**src/rtl/k_calculation_seq.sv**
```systemverilog
// k_calculation_seq: sequential Golomb parameter search.
// Finds the smallest k in 0..K_MAX with (N << k) >= A_eff, testing STEPS
// candidate values per cycle, with a valid/ready handshake on both sides.
module k_calculation_seq #(
    parameter int N_length    = 7,
    parameter int A_length    = 13,
    parameter int mode_length = 2,
    parameter int k_length    = 4,
    parameter int K_MAX       = 14,
    parameter int STEPS       = 1
) (
    input  logic                   clk,
    input  logic                   reset,
    input  logic                   in_valid,
    output logic                   in_ready,
    input  logic [N_length-1:0]    N,
    input  logic [A_length-1:0]    A,
    input  logic [mode_length-1:0] mode,
    input  logic                   RIType,
    output logic                   out_valid,
    input  logic                   out_ready,
    output logic [k_length-1:0]    k,
    output logic                   k_sat
);

    localparam int AE_W    = A_length + 1;
    localparam int SHIFT_W = N_length + K_MAX;
    localparam int CMP_W   = (SHIFT_W > AE_W) ? SHIFT_W : AE_W;

    typedef enum logic [1:0] {
        IDLE,
        CALC,
        DONE
    } state_t;

    state_t state;
    state_t state_next;

    logic [N_length-1:0] n_reg;
    logic [AE_W-1:0]     a_eff_reg;
    logic [AE_W-1:0]     a_eff_in;
    logic [k_length-1:0] k_reg;
    logic [k_length-1:0] k_next;
    logic                k_sat_reg;
    logic                k_sat_next;

    logic                hit;
    logic [k_length-1:0] hit_k;
    logic                hit_sat;
    int                  cand;
    logic [CMP_W-1:0]    shifted;

    assign in_ready  = (state == IDLE);
    assign out_valid = (state == DONE);
    assign k         = k_reg;
    assign k_sat     = k_sat_reg;

    // Effective error target captured on accept; unsupported modes get a zero
    // target so the first compare cycle terminates at k=0 without saturation.
    always_comb begin
        a_eff_in = '0;
        if (mode == mode_length'(0)) begin
            a_eff_in = AE_W'(A);
        end else if (mode == mode_length'(2)) begin
            a_eff_in = AE_W'(A) + (RIType ? AE_W'(N >> 1) : AE_W'(0));
        end
    end

    // Up to STEPS chained tests starting at the current k; the first
    // terminating candidate wins, later candidates are ignored.
    always_comb begin
        hit     = 1'b0;
        hit_k   = k_reg;
        hit_sat = 1'b0;
        cand    = 0;
        shifted = '0;
        for (int s = 0; s < STEPS; s++) begin
            cand    = int'(k_reg) + s;
            shifted = CMP_W'(n_reg) << cand;
            if (!hit && ((cand == K_MAX) || (shifted >= CMP_W'(a_eff_reg)))) begin
                hit     = 1'b1;
                hit_k   = k_length'(cand);
                hit_sat = (cand == K_MAX) && (shifted < CMP_W'(a_eff_reg));
            end
        end
    end

    // Next-state and result update for the IDLE/CALC/DONE handshake FSM.
    always_comb begin
        state_next = state;
        k_next     = k_reg;
        k_sat_next = k_sat_reg;
        case (state)
            IDLE: begin
                if (in_valid) begin
                    state_next = CALC;
                    k_next     = '0;
                    k_sat_next = 1'b0;
                end
            end
            CALC: begin
                if (hit) begin
                    state_next = DONE;
                    k_next     = hit_k;
                    k_sat_next = hit_sat;
                end else begin
                    k_next = k_reg + k_length'(STEPS);
                end
            end
            DONE: begin
                if (out_ready) begin
                    state_next = IDLE;
                end
            end
            default: begin
                state_next = IDLE;
            end
        endcase
    end

    // State and result registers; reset aborts any search in flight.
    always_ff @(posedge clk or posedge reset) begin
        if (reset) begin
            state     <= IDLE;
            k_reg     <= '0;
            k_sat_reg <= 1'b0;
        end else begin
            state     <= state_next;
            k_reg     <= k_next;
            k_sat_reg <= k_sat_next;
        end
    end

    // Operand capture, only on an accepted request so later input changes
    // have no effect on the running search.
    always_ff @(posedge clk or posedge reset) begin
        if (reset) begin
            n_reg     <= '0;
            a_eff_reg <= '0;
        end else if (in_valid && (state == IDLE)) begin
            n_reg     <= N;
            a_eff_reg <= a_eff_in;
        end
    end

endmodule

```
**config.mk**
```make
export PLATFORM = sky130hd
export DESIGN_NAME = k_calculation_seq
export DESIGN_NICKNAME = d
export VERILOG_FILES = /design/src/rtl/k_calculation_seq.sv
export SDC_FILE = /design/constraint.sdc
export NUM_CORES = 1
export LEC_CHECK = 0
export CAP_MARGIN = 5
export CORE_MARGIN = 3
export CORE_UTILIZATION = 47
export CTS_CLUSTER_SIZE = 12
export DETAILED_ROUTE_END_ITERATION = 10
export HOLD_SLACK_MARGIN = 0.02
export MAX_ROUTING_LAYER = met4
export PLACE_DENSITY_LB_ADDON = 0.25
export SLEW_MARGIN = 10
export SYNTH_ARGS = -nofsm -noshare
export SYNTH_HDL_FRONTEND = slang
export SYNTH_SLANG_ARGS = --single-unit
export TNS_END_PERCENT = 100
```
**constraint.sdc**
```tcl
create_clock -name clk -period 2.93 [get_ports clk]
set_clock_uncertainty 0.1 [all_clocks]
set_input_delay 0.586 -clock clk [delete_from_list [all_inputs] [get_ports clk]]
set_output_delay 0.586 -clock clk [all_outputs]
set_load 0.03 [all_outputs]
```
==> impl_metrics.json <==
{
  "synthesis.instances": 287,
  "ys_types": 47,
  "drc_errors": 0,
  "syn_area_sq_um": 2430,
  "n_antenna_cell": 0,
  "cts.htree.levels": 1,
  "yosys.area_share.simple_pct": 21.7,
  "hp-class": "reg -> reg",
  "p_leak_uw": 0.00150,
  "ant_nets": 0,
  "drt_wl_total_um": 7480,
  "critPathMaxFanout": 8,
  "die_w_um": 77.9,
  "synthAdderAreaFrac_pct": 12.2,
  "ctsHoldBuffers": 0,
  "yosysSeqAreaShare_pct": 28.8,
  "critPathKind": "reg -> reg",
  "synth-edff-count": 0,
  "synth_top_family_by_area": "simple AND/OR/NAND/NOR gates",
  "max_freq_mhz": 323,
  "synth_mux_area_share_pct": 9.73,
  "grt_pass1_vias": 2259,
  "insertion_delay_ps": 280,
  "slew_headroom_pct": 65.2,
  "cts.root.buffer_cell": "clkbuf_8",
  "timing.hold.ws_ps": 421,
  "async_reset_ff_share_pct": 100,
  "area_growth_pct": 44.8,
  "path_clk_slew_ps": 110,
  "yosys.area.top_type": "dfrtp_1",
  "setup_ws_ps": -163,
  "synth.top_cell.area_share_pct": 28.8,
  "violations": "negative setup slack",
  "dp_hpwl_um": 5110,
  "layout_commonest_cell": "buf_4",
  "max_cap_violations": 0,
  "wl_per_cell_um": 17.6,
  "initial_core_util_pct": 50.1,
  "fin_area_sq_um": 3520,
  "multi_input_area_sq_um": 1890,
  "nFillCells": 341,
  "p_per_area_nw_per_um2": 1150,
  "crit_path_end_kind": "register",
  "finalCritPeriodShare_pct": 106,
  "register_area_sq_um": 707,
  "place.gp.congestion": 0.927,
  "cts_buffers": 3,
  "largest_reg_flops": 14,
  "synth_nets": 337,
  "cts.sinks": 28,
  "syn_area_per_cell_sq_um": 8.47,
  "synthFlopType": "dfrtp_1",
  "layout_common_cells": "42 x buf_4, 33 x clkdlybuf4s50_1, 23 x dfrtp_1, 21 x inv_1, 19 x ha_1",
  "synth_compound_area_share_pct": 18.0,
  "antenna_found_initial": 0,
  "grt_max_degree": 29,
  "peakVddDrop_mv": 0.637,
  "start_kind": "register",
  "drt_iter0_markers": 309,
  "drive_above_1_share_pct": 33.2,
  "final_nets": 409,
  "overflow": 0,
  "via_count": 2516,
  "numPortBuffers": 33,
  "dp_cells": 411,
  "synth_area_leaders": "dfrtp_1 29%, ha_1 11%, mux2_2 5.1%",
  "post-route-min-period_ps": 3090,
  "grt_setup_unrepaired": "yes",
  "placed_area_sq_um": 3090,
  "dr.pass1.iters": 6,
  "row_count": 25,
  "worstPathRequired_ps": 3040,
  "instances_no_fill": 425,
  "ys.warnings.count": 0,
  "die-area_sq_um": 6070,
  "core_area_sq_um": 4850,
  "grt.total_usage_pct": 22.9,
  "status": "finished, violations left",
  "via_per_inst": 5.92,
  "finalSetupViolCount": 7,
  "tritoncts": "built",
  "worstMarginPinSlew_ps": 522,
  "io_pins": 34,
  "grt_pass1_wl_um": 11000,
  "hold_viol": 0,
  "crit_arrival_ps": 3200,
  "cts_buffer_depth": 2,
  "drv_slew": 0,
  "synthXorXnorAreaFrac_pct": 3.96,
  "die_h_um": 77.9,
  "synth.ff_latch_count": 28
}
report_power, final:
part           internal [uW]  leakage (uW)  total, uW  switching [uW]
sequential               560      0.000351        750             190
clock                    183     0.0000357        303             120
combinational           1420       0.00112       2980            1560
total                   2160       0.00150       4040            1870
path summary, 6_finish.rpt:
path	startpoint	to	slack, ps	cells after the start
max in group asynchronous	reset	k[1]	1890	3
min	a_eff_reg[5]	a_eff_reg[5]	420	2
max	k[1]	k[3]	-160	14
min in group asynchronous	reset	state[1]	550	3
max reg2reg	k[1]	k[3]	-160	14
min reg2reg	a_eff_reg[5]	a_eff_reg[5]	420	2
metal layers:
layer  wire [um]  vias up  share of wire (%)  GRT usage (%)
li1            -     1183                  -              -
met1        3290     1196                 44           32.0
met4         180        0                2.4           5.59
met2        3540      120                 47           35.7
met5           0        -                  0              -
met3         476       17                6.4           2.67
worst max-delay path, cell delays in order, from the launching register on:
cell and delay (ps):
dfrtp_2 490, buf_6 160, buf_4 160, nand4b_1 230, o21ai_2 150, nor2_1 80
o22ai_1 180, ha_1 290, nand3_4 110, nor3_4 50, buf_4 130, nand4_1 170
nand3_2 110, or4_4 490, a21oi_2 130
metrics by stage:
step | worst slack, ps | TNS, ps | total power, uW | util [%]
global route | -276 | -1590 | 4300 | 72.6
floorplan | -60.5 | -187 | 2180 | -
finish | -163 | -799 | 4040 | 72.6
CTS | -18.9 | -18.9 | 3440 | 67.4
detailed placement | -165 | -1160 | 2950 | 63.8
global placement | -80.8 | -394 | 2890 | 63.8
cell families after synthesis:
family                     Yosys count
DFF                                 28
buffers and inverters               33
and+or+nand+nor                    104
adders and majority gates           23
AOI/OAI and AO/OA                   67
muxes                               21
xor gates and xnor gates            11
timing repair:
action	CTS	global route
gates cloned	0	0
pin swaps	13	18
hold endpoints to repair	0	0
setup endpoints to repair	7	7
resized for setup	22	43
setup buffers	3	7
area by class of cell:
type                            count  area share (%)
Tap cell                           67            2.38
Sequential cell                    28            20.1
Multi-Input combinational cell    226            53.6
Clock buffer                        3            1.17
Timing Repair Buffer               79            19.6
Clock inverter                      1           0.853
Inverter                           21            2.24
cells in the mapped netlist (all sizes together), types with 2 or more instances:
cell type  count
nor2b          7
nor3           8
nor2          22
xor2           8
or2            2
and3           3
o21ai         10
o31ai          3
nand2         25
o22ai         17
o21bai         2
nor4           5
xnor2          3
dfrtp         28
and2           7
mux2i         10
and4           2
nand2b         4
ha            22
nand4          6
mux2          11
a21oi         18
nand3          9
clkbuf         6
buf            6
inv           21
a21o           3
a211oi         5
Power figures use the tool's default switching activity.
